`src/rtl/run_ctrl_pkg.sv`:
```
// rtl/run_ctrl_pkg.sv - shared state and fail-code types for the run controller
package run_ctrl_pkg;

    typedef enum logic [1:0] {
        ST_HOLD = 2'd0,
        ST_RUN  = 2'd1,
        ST_PASS = 2'd2,
        ST_FAIL = 2'd3
    } state_t;

    typedef enum logic [1:0] {
        FC_NONE    = 2'd0,
        FC_TIMEOUT = 2'd1,
        FC_ERROR   = 2'd2
    } fail_code_t;

endpackage

```
`src/rtl/run_ctrl.sv`:
```
// rtl/run_ctrl.sv - holds the test module in reset, times its run, and latches the verdict
module run_ctrl
    import run_ctrl_pkg::*;
#(
    parameter int RESET_CYCLES = 4,
    parameter int TIMEOUT      = 100,
    parameter int CNT_W        = 32
) (
    input  logic             clk,
    input  logic             reset_l,
    input  logic             dut_done,
    input  logic             dut_error,
    input  logic             restart,
    output logic             dut_reset_l,
    output logic [CNT_W-1:0] cycle_count,
    output logic             finished,
    output logic             pass,
    output logic [1:0]       fail_code
);

    localparam logic [CNT_W-1:0] HOLD_LAST = CNT_W'(RESET_CYCLES - 1);
    localparam logic [CNT_W-1:0] RUN_LAST  = CNT_W'(TIMEOUT - 1);

    state_t           state;
    logic [CNT_W-1:0] hold_cnt;

    always_ff @(posedge clk or negedge reset_l) begin
        if (!reset_l) begin
            state       <= ST_HOLD;
            hold_cnt    <= '0;
            dut_reset_l <= 1'b0;
            cycle_count <= '0;
            finished    <= 1'b0;
            pass        <= 1'b0;
            fail_code   <= FC_NONE;
        end else begin
            case (state)
                ST_HOLD: begin
                    // The hold counter parks at its terminal value once released.
                    if (hold_cnt == HOLD_LAST) begin
                        state       <= ST_RUN;
                        dut_reset_l <= 1'b1;
                    end else begin
                        hold_cnt <= hold_cnt + CNT_W'(1);
                    end
                end
                ST_RUN: begin
                    if (dut_error) begin
                        state       <= ST_FAIL;
                        dut_reset_l <= 1'b0;
                        finished    <= 1'b1;
                        fail_code   <= FC_ERROR;
                    end else if (dut_done) begin
                        state       <= ST_PASS;
                        dut_reset_l <= 1'b0;
                        finished    <= 1'b1;
                        pass        <= 1'b1;
                    end else if (cycle_count == RUN_LAST) begin
                        state       <= ST_FAIL;
                        dut_reset_l <= 1'b0;
                        finished    <= 1'b1;
                        fail_code   <= FC_TIMEOUT;
                    end else begin
                        cycle_count <= cycle_count + CNT_W'(1);
                    end
                end
                ST_PASS, ST_FAIL: begin
                    if (restart) begin
                        state       <= ST_HOLD;
                        hold_cnt    <= '0;
                        cycle_count <= '0;
                        finished    <= 1'b0;
                        pass        <= 1'b0;
                        fail_code   <= FC_NONE;
                    end
                end
                default: state <= ST_HOLD;
            endcase
        end
    end

    always @(posedge clk) begin
        if (reset_l) begin
            assert (!pass || finished);
            assert ((fail_code == FC_NONE) || (finished && !pass));
            assert (cycle_count < CNT_W'(TIMEOUT));
        end
    end

    cover property (@(posedge clk) disable iff (!reset_l) state == ST_PASS);
    cover property (@(posedge clk) disable iff (!reset_l) state == ST_FAIL);

endmodule

```
`config.mk`:
```
export PLATFORM = sky130hd
export DESIGN_NAME = run_ctrl
export DESIGN_NICKNAME = d
export VERILOG_FILES = /design/src/rtl/run_ctrl_pkg.sv /design/src/rtl/run_ctrl.sv
export SDC_FILE = /design/constraint.sdc
export NUM_CORES = 1
export LEC_CHECK = 0
export BUFFER_PORTS_ARGS = -buffer_cell sky130_fd_sc_hd__buf_2
export CORE_ASPECT_RATIO = 0.75
export CORE_UTILIZATION = 64
export CTS_CLUSTER_SIZE = 28
export DETAILED_ROUTE_END_ITERATION = 7
export GPL_TIMING_DRIVEN = 0
export PLACE_DENSITY = 0.86
export SYNTH_ARGS = -nofsm -noshare
export SYNTH_HDL_FRONTEND = slang
export SYNTH_SLANG_ARGS = --single-unit
```
`constraint.sdc`:
```
create_clock -name clk -period 5.3 [get_ports clk]
set_input_delay 0.265 -clock clk [delete_from_list [all_inputs] [get_ports clk]]
set_output_delay 0.265 -clock clk [all_outputs]
set_load 0.05 [all_outputs]
```
* Word level (Yosys, flattened, before mapping)
Cells that the tools add are included.
** Storage, ports and cells
- Register bits after elaboration :: 71
- Input port bits :: 5
- Output and inout bits :: 37
- Word-level logic and storage cells :: 66
** Cells by class
- Add/subtract/negate cells :: 2
- Equal/unequal tests :: 15
- Muxes and demuxes :: 30
- Reductions and logical operators :: 12
** Operators by type and width (number)
- 32-bit 2-to-1 mux :: 5
- 32-bit one-hot mux with 2 select lines :: 2
- 32-bit by 1-bit adder with 32-bit output (second input constant) :: 2
- 32-bit by 2-bit == test with 1-bit output (second input constant) :: 1
- 32-bit by 7-bit == test with 1-bit output (second input constant) :: 1
- 2-bit 2-to-1 mux :: 8
- 2-bit != test (second input constant) :: 7
- 3-bit AND reduction :: 4
- 1-bit 2-to-1 mux :: 10
- 4-bit AND reduction :: 2
- 3-bit != test (second input constant) :: 2
- 1-bit one-hot mux with 2 select lines :: 3
- 2-bit one-hot mux with 3 select lines :: 1
- 2-bit nonzero test :: 3
- 5-bit AND reduction :: 1
- 2-bit == test (second input constant) :: 2
- 4-bit != test (second input constant) :: 1
- 2-bit one-hot mux with 2 select lines :: 1
- 2-bit by 1-bit == test with 1-bit output (second input constant) :: 1
- 2-bit zero test :: 1
- 2-bit OR reduction :: 1

* Depth between registers and ports, before layout
Gate-level depths: netlist of the first run.
- Word-level depth :: 5
- Mapped depth :: 8

* Worst setup path before layout of the first run
No wires, ideal clock.
- Kind :: register -> register
- Start :: register cycle_count[0]
- End :: register cycle_count[24]
- Library setup time :: 124 ps
- Data arrival time :: 2284 ps
- Data required time :: 5176 ps
- Path slack :: 2893 ps
- Cell stages (with the launch flop) :: 8
- Path buffers :: 1
- Period minus slack after synthesis :: 2407 ps
- Path through :: dfrtp_1 > ha_1 > and3_1 > and3_1 > buf_1 > nand2_1 > o311a_1 > a211o_1
** Between the ends
- Longest elaborated chain between the ends :: 5
- Elaborated cells between the ends (all ways) :: 8
- Those cells by class :: add/sub (1); eq/ne (2); mux (4); reduce/logical (1)
** Ends and longest elaborated chain
- start: declaration :: RTL line run_ctrl.sv:15 : output logic [CNT_W-1:0] cycle_count,
- start signal: assignment :: RTL line run_ctrl.sv:64 : cycle_count <= cycle_count + CNT_W'(1);
- 32-bit by 1-bit adder with 32-bit output :: RTL line run_ctrl.sv:64
- 32-bit 2-to-1 mux :: RTL line run_ctrl.sv:58 : end else if (cycle_count == RUN_LAST) begin
- 32-bit 2-to-1 mux :: RTL line run_ctrl.sv:53 : end else if (dut_done) begin
- 32-bit 2-to-1 mux :: RTL line run_ctrl.sv:48 : if (dut_error) begin
- 32-bit one-hot mux with 2 select lines :: RTL line run_ctrl.sv:37 : case (state)
Parallel ways exist; a longest one is shown, timed or not. The select of a mux whose other input is x is not followed.
A chain may end at the register's enable or synchronous reset.

* Worst setup path after layout of the first run
- Start :: register cycle_count[0]
- End :: register cycle_count[23]
The elaborated chain is that of the path after synthesis.

==> flow_summary.yaml, run 1 <==
outcome:
  status: "finished clean"
finish:
  final_cells: 578
  diodes: 0
  final_common_cell: "dfrtp_1"
  drive_above_1_share_pct: 16.0
  area.growth.synth_to_final_pct: 13.6
  layout.nets: 502
  final_cell_mix: "dfrtp_1 (71), buf_2 (52), nor2_1 (38)"
die:
  ios: 42
  die-area_mm2: 0.00661
  design.core.area_mm2: 0.00595
  start_util_pct: 67.7
  num_rows: 24
  die_h_um: 70.7
  die_w_um: 93.6
pwr:
  pwr_density_cell_mw_per_mm2: 283
  vdd_drop_max_mv: 0.203
  leakage_nw: 2.08
drt:
  avgRoutedWirePerCell_um: 19.5
  num_vias: 4031
  first_pass_iters: 7
  drt-total-wl_um: 11200
  drtAntennaViolNets: 0
  drtIter0Drc: 616
  route.detailed.drc: 0
  avgViaCountPerCell: 6.97
timing:
  rsz0062_at_grt: "no"
  fin_hold_ws_ns: 0.0286
  max_freq_mhz: 331
  hold_viol_final: 0
  setup_viol: 0
  slew_headroom_pct: 33.5
  drv_slew: 0
  period_share_pct: 57.1
  fin_skew_ns: 0.0147
  setup_tns_ns: 0
  min_period_ns: 3.02
  max_slew.worst_pin.slew_ns: 0.990
clocking:
  cts-buffers-inserted: 9
  cts_resized: 0
  path_clk_slew_ns: 0.08
  cts_tree: "built"
  htreeDepth: 3
  cts_root_buf: "clkbuf_8"
  clockBufferDepth: 2
  clock_latency_ns: 0.37
  postCtsSetupRepairBufs: 0
  hold_buffers: 0
  cts_num_sinks: 71
place:
  hpwl_um: 7600
  gp_congestion: 0.961
  dp.cells: 562
  port_buffers: 41
synthesis:
  synthArstFlopShare_pct: 100
  netlist_area_mm2: 0.00402
  synth-simple-area-share_pct: 26.3
  ys_warn_count: 0
  synthXorXnorAreaFrac_pct: 4.14
  synth_top_family_by_area: "simple AND/OR/NAND/NOR gates"
  syn_inst: 443
  synth_area_per_cell_um2: 9.08
  synth_seq_area_share_pct: 44.2
  syn_nets: 450
  synth_fa_ha_area_share_pct: 0.622
  ys_types: 52
  synth_edf_count: 0
  synth_top_flop_cell: "dfrtp_1"
  ys_seq_elements: 71
  muxShareOfSynthArea_pct: 0.498
  synth-compound-area-share_pct: 20.5
grt:
  grt_util_all_layers_pct: 36.5
  global_route.usage.met2_pct: 49.7
  grt_pass1_wl_um: 18400
  grt_pass1_vias: 3673
  use_met1_pct: 56.6
  grt_max_degree: 72
  top_usage_layer: "met1"
  grt_overflow: 0
  grt_antenna_before_repair: 0
  met3_usage_pct: 9.03
critical_path:
  startpoint_type: "flip-flop"
  reg2reg_depth: 7
  critPathRequiredTime_ns: 5.58
  cp.arrival_ns: 3.30
  crit_path_start: "cycle_count[0]$_DFFE_PN0P_"
  criticalPathCategory: "reg -> reg"
  reg2reg_from: "cycle_count[0]$_DFFE_PN0P_"
  reg2reg_to: "cycle_count[23]$_DFFE_PN0P_"
  crit_path_end_kind: "flip-flop"
  r2r_slack_ns: 2.28
  worstSetupEndpoint: "cycle_count[23]$_DFFE_PN0P_"
  path_max_fanout: 10
job:
  drv_cap: 0
hold_path:
  hold_path.class: "in -> async"
[metrics by stage]
| stage | setup slack [ns] | cell area (um^2) | power, W | util (%) |
|---|---|---|---|---|
| final | 2.28 | 4570 | 0.00129 | 76.9 |
| after detailed placement | 2.58 | 4330 | 0.000777 | 72.8 |
| after global routing | 2.22 | 4570 | 0.00133 | 76.9 |
| after global placement | 2.65 | 4330 | 0.000765 | 72.8 |
| after CTS | 2.53 | 4570 | 0.00129 | 76.9 |
| after floorplan | 2.89 | 4020 | 0.000728 | - |
[cell usage after synthesis (5+ instances only)]
| library cell | n | share of area, % |
|---|---|---|
| o31ai_1 | 7 | 1.3 |
| and3_1 | 14 | 2.2 |
| buf_2 | 12 | 1.5 |
| inv_1 | 11 | 1.0 |
| nand4_1 | 12 | 1.9 |
| nand2_1 | 24 | 2.2 |
| o21ai_0 | 14 | 1.7 |
| dfrtp_1 | 71 | 44 |
| a21oi_1 | 21 | 2.6 |
| or3_1 | 5 | 0.78 |
| or4_1 | 5 | 0.93 |
| nand3_1 | 37 | 4.6 |
| nor3_1 | 14 | 1.7 |
| a41o_1 | 5 | 1.2 |
| xnor2_1 | 13 | 2.8 |
| a211o_1 | 5 | 1.1 |
| a21o_1 | 6 | 1.1 |
| o211ai_1 | 7 | 1.3 |
| nor4_1 | 23 | 3.6 |
| and2_1 | 5 | 0.78 |
| a41oi_1 | 8 | 1.7 |
| clkbuf_1 | 13 | 1.2 |
| xor2_1 | 6 | 1.3 |
| nor2_1 | 38 | 3.5 |
| a31oi_1 | 23 | 3.6 |
[routing by layer]
layer	vias to the layer above	wire length, um
li1	1808	-
met1	1915	4800
met2	284	4790
met3	24	1480
met4	0	174
met5	-	0
[state kept, by name, summed over array words and instances, names as in the netlist]
| name | cells |
|---|---|
| pass | 1 |
| hold_cnt | 32 |
| state | 2 |
| fail_code | 2 |
| cycle_count | 32 |
| finished | 1 |
| dut_reset_l | 1 |
[layout make-up]
type | instances | area [um^2]
Multi-Input combinational cell | 335 | 2090
Sequential cell | 71 | 1780
Fill cell | 439 | 1380
Timing Repair Buffer | 41 | 208
Clock buffer | 12 | 165
Buffer | 26 | 113
Tap cell | 78 | 97.6
Clock inverter | 4 | 76.3
Inverter | 11 | 41.3
[worst max-delay path, stage by stage, from the launching register on]
cell and delay, ns:
dfrtp_1 0.48, ha_1 0.30, and3_1 0.25, nand4_1 0.31, o21ai_1 0.70, nand2_1 0.39
buf_2 0.31, a31oi_1 0.20
[kinds of logic (layout without fill, tap and decap cells)]
group                    after synthesis  in the layout
XOR/XNOR                              19             19
flip-flops                            71             71
AND/OR/NAND/NOR                      193            193
adder cells (fa/ha/maj)                2              2
multiplexers                           2              2
AO/OA/AOI/OAI                        119            119
buffers and inverters                 37             94
[how the worst min path moves through the flow]
stage                    startpoint                    endpoint  slack [ns]
2_1_floorplan               reset_l  cycle_count[0]$_DFFE_PN0P_       -0.03
3_3_place_gp   finished$_DFFE_PN0P_        finished$_DFFE_PN0P_        0.46
3_5_place_dp                reset_l    hold_cnt[10]$_DFFE_PN0P_        0.45
4_1_cts                     reset_l    hold_cnt[10]$_DFFE_PN0P_        0.06
5_1_grt                     reset_l    hold_cnt[15]$_DFFE_PN0P_        0.10
6_report                    reset_l    hold_cnt[16]$_DFFE_PN0P_        0.03
[where the power goes]
part | leakage (nW) | switching, W | internal, W
sequential | 0.909 | 0.0000663 | 0.000585
combinational | 1.05 | 0.0000682 | 0.0000497
clock | 0.119 | 0.000219 | 0.000305
total | 2.08 | 0.000353 | 0.000939
No activity file was read; power rests on OpenSTA's default activity.
==> inputs of run 2 (changes only) <==
Settings changed: CORE_UTILIZATION 64 to 53, PLACE_DENSITY 0.86 to 0.76.
Clock period 5.3 ns to 2.5 ns, I/O delays scaled along.
==> flow_summary.yaml, run 2 (same netlist as run 1, synthesis figures left out) <==
pwr:
  pwr_density_cell_mw_per_mm2: 550
  finalPower_w: 0.00258
  leakage_nw: 2.13
  vdd_drop_max_mv: 0.315
finish:
  finalCoreUtilization_pct: 64.0
  diodes: 0
  final_common_cell: "dfrtp_1"
  reg_top3: "cycle_count: 32 flops, hold_cnt: 32 flops"
  drive_above_1_share_pct: 18.6
  layout.nets: 512
  final_cells: 611
  area.growth.synth_to_final_pct: 16.5
  filler_cell_count: 636
  final_cell_mix: "dfrtp_1 (70), buf_2 (50), nor2_1 (38)"
die:
  die_h_um: 77.5
  die-area_mm2: 0.00795
  start_util_pct: 54.9
  design.core.area_mm2: 0.00733
  num_rows: 27
  ios: 42
  die_w_um: 103
grt:
  grt_pass1_vias: 3466
  grt_max_degree: 72
  grt_antenna_before_repair: 0
  grt_util_all_layers_pct: 29.3
  grt_pass1_wl_um: 17800
  grt_overflow: 0
place:
  dp.cells: 586
  port_buffers: 41
  gp_congestion: 0.905
  hpwl_um: 7550
drt:
  dr_wl_met2_um: 4710
  drtAntennaViolNets: 0
  avgViaCountPerCell: 6.64
  drt-total-wl_um: 11100
  met1_length_um: 5000
  drtIter0Drc: 485
  first_pass_iters: 6
  num_vias: 4059
  wl_met3_um: 1230
  avgRoutedWirePerCell_um: 18.2
  top_layer_used: "met4"
  route.detailed.drc: 0
clocking:
  htreeDepth: 3
  path_clk_slew_ns: 0.08
  cts_root_buf: "clkbuf_8"
  cts-buffers-inserted: 9
  clock_latency_ns: 0.36
  clockBufferDepth: 2
  cts_tree: "built"
  cts_num_sinks: 71
critical_path:
  r2r_slack_ns: 0.09
  max_stage_delay_ns: 0.51
  criticalPathCategory: "reg -> reg"
  critPathRequiredTime_ns: 2.73
  reg2reg_depth: 8
  path_max_fanout: 10
  crit_path_end_kind: "flip-flop"
  crit_family: "simple AND/OR/NAND/NOR gates"
  crit_path_start: "state[1]$_DFFE_PN0P_"
  path_depth: 8
  cp.arrival_ns: 2.64
  reg2reg_to: "cycle_count[28]$_DFFE_PN0P_"
  startpoint_type: "flip-flop"
  path_cells: "buf_2 > or3b_2 > nor2_1 > o21a_1 > buf_2 > clkbuf_4 > o21ai_0 > o21a_1"
  slowest_stage: "or3b_2"
  worstSetupEndpoint: "cycle_count[28]$_DFFE_PN0P_"
  reg2reg_from: "state[1]$_DFFE_PN0P_"
  crit_buf_inv: 3
timing:
  fin_hold_ws_ns: 0.111
  period_share_pct: 96.3
  fin_skew_ns: 0.0108
  rsz0062_at_grt: "no"
  slew_headroom_pct: 38.4
  drv_slew: 0
  setup_viol: 0
  hold_viol_final: 0
  max_freq_mhz: 415
  max_slew.worst_pin.slew_ns: 0.917
  setup_tns_ns: 0
  min_period_ns: 2.41
job:
  drv_cap: 0
outcome:
  status: "finished clean"
hold_path:
  hold_path.class: "in -> reg"
-- run 2: cell count changes in the layout (fill, tap and decap cells not counted), sizes merged --
cell / delta
clkbuf: +1
dlygate4sd3: +1
clkinv: +3
bufinv: -1
buf: +7
clkinvlp: -1
-- run 2: cell type report --
type	instances	area, um^2	area share (%)
multi-input combinational	335	2110	45.1
sequential	71	1780	37.9
timing repair buffer	52	313	6.67
clock buffer	11	141	3.02
tap	101	126	2.70
buffer	25	116	2.48
clock inverter	5	57.6	1.23
inverter	11	41.3	0.881
-- run 2: worst min-delay path by stage --
stage	startpoint	end	slack, ns	depth (start not counted)
global placement	dut_error	fail_code[1]$_DFFE_PN0P_	0.44	3
finish	dut_error	fail_code[1]$_DFFE_PN0P_	0.11	3
CTS	dut_error	fail_code[1]$_DFFE_PN0P_	0.06	3
detailed placement	reset_l	hold_cnt[14]$_DFFE_PN0P_	0.17	2
floorplan	reset_l	cycle_count[0]$_DFFE_PN0P_	-0.17	0
global route	dut_error	fail_code[1]$_DFFE_PN0P_	0.13	3
-- run 2: worst min-delay path: stages --
cell and delay (ns):
buf_2 0.12, nand3_1 0.08, o21ai_0 0.10
-- run 2: routing by layer --
| layer | vias to the layer above | track usage [%] |
|---|---|---|
| met5 | - | 0 |
| met4 | 0 | 8.43 |
| met3 | 27 | 8.29 |
| met2 | 275 | 39.1 |
| met1 | 1920 | 45.5 |
| li1 | 1837 | - |
-- run 2: metrics by stage --
stage          setup slack [ns]  cell area (um^2)
2_1_floorplan            0.0926              4020
3_3_place_gp             -0.193              4360
3_5_place_dp             -0.229              4390
4_1_cts                 -0.0123              4610
5_1_grt                 0.00309              4690
6_report                 0.0928              4690
-- run 2: repair_timing --
action | CTS | global route
buffers inserted | 0 | 9
hold endpoints to repair | 71 | 0
resized for setup | 3 | 7
hold buffers | 1 | 0
endpoints found under the setup margin | 23 | 33
pin swaps | 1 | 2
-- run 2: where the power goes --
part / switching, W / internal (W)
Combinational: 0.000143 / 0.000110
Sequential: 0.000141 / 0.00124
Clock: 0.000454 / 0.000489
==> inputs of run 3 (changes only) <==
Clock period 2.5 ns to 2 ns, I/O delays scaled along.
==> flow_summary.yaml, run 3 (same netlist as run 1, synthesis figures left out) <==
outcome:
  status: "finished clean"
finish:
  final_cells: 650
  reg_top3: "cycle_count: 32 flops, hold_cnt: 32 flops"
  final_common_cell: "buf_4"
  drive_above_1_share_pct: 35.2
  area.growth.synth_to_final_pct: 32.6
  final_cell_mix: "buf_4 (47), dfrtp_1 (42), buf_2 (41)"
  layout.nets: 551
  diodes: 0
  fin_area_mm2: 0.00534
critical_path:
  cp.arrival_ns: 2.24
  startpoint_type: "flip-flop"
  slowest_stage: "dfrtp_2"
  r2r_slack_ns: 0.0009
  path_cells: "nor4_4 > nand4_1 > buf_6 > o21a_4 > buf_6 > buf_8 > o211ai_1 > a21oi_1"
  reg2reg_to: "cycle_count[11]$_DFFE_PN0P_"
  reg2reg_from: "cycle_count[27]$_DFFE_PN0P_"
  criticalPathCategory: "reg -> reg"
  cpMostUsedCell: "buf_6"
  critPathRequiredTime_ns: 2.25
  max_stage_delay_ns: 0.44
  path_max_fanout: 10
  crit_path_start: "cycle_count[27]$_DFFE_PN0P_"
  crit_path_end_kind: "flip-flop"
  reg2reg_depth: 8
  worstSetupEndpoint: "cycle_count[11]$_DFFE_PN0P_"
drt:
  first_pass_iters: 5
  drtIter0Drc: 450
  route.detailed.drc: 0
  drtAntennaViolNets: 0
  drt-total-wl_um: 13000
  avgViaCountPerCell: 6.70
  num_vias: 4356
  avgRoutedWirePerCell_um: 20.0
clocking:
  clock_latency_ns: 0.37
  path_clk_slew_ns: 0.08
  cts_root_buf: "clkbuf_8"
  htreeDepth: 3
  clockBufferDepth: 2
  cts_num_sinks: 71
  cts_tree: "built"
  cts-buffers-inserted: 9
timing:
  period_share_pct: 100
  max_freq_mhz: 500
  setup_viol: 0
  max_slew.worst_pin.slew_ns: 0.674
  fin_skew_ns: 0.0101
  fin_hold_ws_ns: 0.0841
  rsz0062_at_grt: "yes"
  min_period_ns: 2.00
  hold_viol_final: 0
  slew_headroom_pct: 54.8
  drv_slew: 0
grt:
  grt_overflow: 0
  grt_pass1_vias: 3835
  grt_max_degree: 51
  grt_util_all_layers_pct: 32.5
  grt_pass1_wl_um: 19600
  grt_antenna_before_repair: 0
place:
  dp.cells: 586
  gp_congestion: 0.914
  placed_cell_area_mm2: 0.00457
  hpwl_um: 7960
  port_buffers: 41
die:
  start_util_pct: 54.9
  ios: 42
  die_w_um: 103
  die_h_um: 77.5
  die-area_mm2: 0.00795
  num_rows: 27
  design.core.area_mm2: 0.00733
pwr:
  vdd_drop_max_mv: 0.438
  pwr_density_cell_mw_per_mm2: 607
  leakage_nw: 2.38
hold_path:
  hold_path.class: "in -> reg"
job:
  drv_cap: 0
==> run 3: changes by cell type in the layout (fill, tap and decap cells not counted), sizes merged <==
| cell | delta |
|---|---|
| buf | +40 |
| bufinv | -1 |
| clkinv | -2 |
| dlymetal6s2s | +1 |
| o21ai | +1 |
==> run 3: how the worst min path moves through the flow <==
stage               cells past startpoint  slack [ns]       from                    endpoint
floorplan                               0       -0.20    reset_l  cycle_count[0]$_DFFE_PN0P_
global placement                        3        0.40  dut_error    fail_code[1]$_DFFE_PN0P_
detailed placement                      1        0.02    reset_l     hold_cnt[7]$_DFFE_PN0P_
CTS                                     3        0.06  dut_error    fail_code[1]$_DFFE_PN0P_
global route                            3        0.09  dut_error    fail_code[1]$_DFFE_PN0P_
finish                                  3        0.08  dut_error    fail_code[1]$_DFFE_PN0P_
==> run 3: per-stage QoR <==
stage / utilization (%) / setup slack (ns) / total power [W] / setup TNS [ns]
after floorplan: - / -0.0197 / 0.00193 / -0.0293
after global placement: 61.9 / -0.371 / 0.00204 / -9.13
after detailed placement: 62.3 / -0.438 / 0.00207 / -11.41
after CTS: 68.1 / -0.0415 / 0.00318 / -0.0482
after global routing: 72.8 / -0.0573 / 0.00337 / -0.303
final: 72.8 / 0.000882 / 0.00324 / 0
==> run 3: repair_timing <==
action                                 4_1_cts  5_1_grt
cloned                                       0        2
resized for setup                           25       32
buffers inserted                            22       27
hold buffers                                 1        0
setup endpoints to repair                   63       50
pin swaps                                   10       18
endpoints found under the hold margin       71        0
==> run 3: final cells by class <==
cell class / count / area (um^2)
Fill cell: 544 / 1990
Timing Repair Buffer: 93 / 638
Clock inverter: 2 / 10.0
Multi-Input combinational cell: 336 / 2390
Inverter: 11 / 41.3
Sequential cell: 71 / 1810
Buffer: 22 / 179
Clock buffer: 14 / 143
Tap cell: 101 / 126
==> run 3: metal layers <==
| metal | up-vias | part of all wire, % | wire, um | global-route usage, % |
|---|---|---|---|---|
| met2 | 280 | 42 | 5490 | 43.1 |
| met3 | 32 | 11 | 1390 | 8.02 |
| met4 | 0 | 1.9 | 245 | 11.6 |
| met1 | 2126 | 45 | 5870 | 50.3 |
| li1 | 1918 | - | - | - |
| met5 | - | 0 | 0 | 0 |
==> run 3: critical path, delay by kind of cell, from the launching register on <==
kind / cells / cell delay (ns)
DFF: 1 / 0.44
and+or+nand+nor: 2 / 0.46
AOI/OAI and AO/OA: 3 / 0.51
buffers and inverters: 3 / 0.45
==> run 3: power breakdown <==
| group | leakage, nW | internal, W | switching (W) |
|---|---|---|---|
| registers | 0.863 | 0.00155 | 0.000125 |
| logic | 1.44 | 0.000266 | 0.000295 |
| clock network | 0.0784 | 0.000449 | 0.000553 |
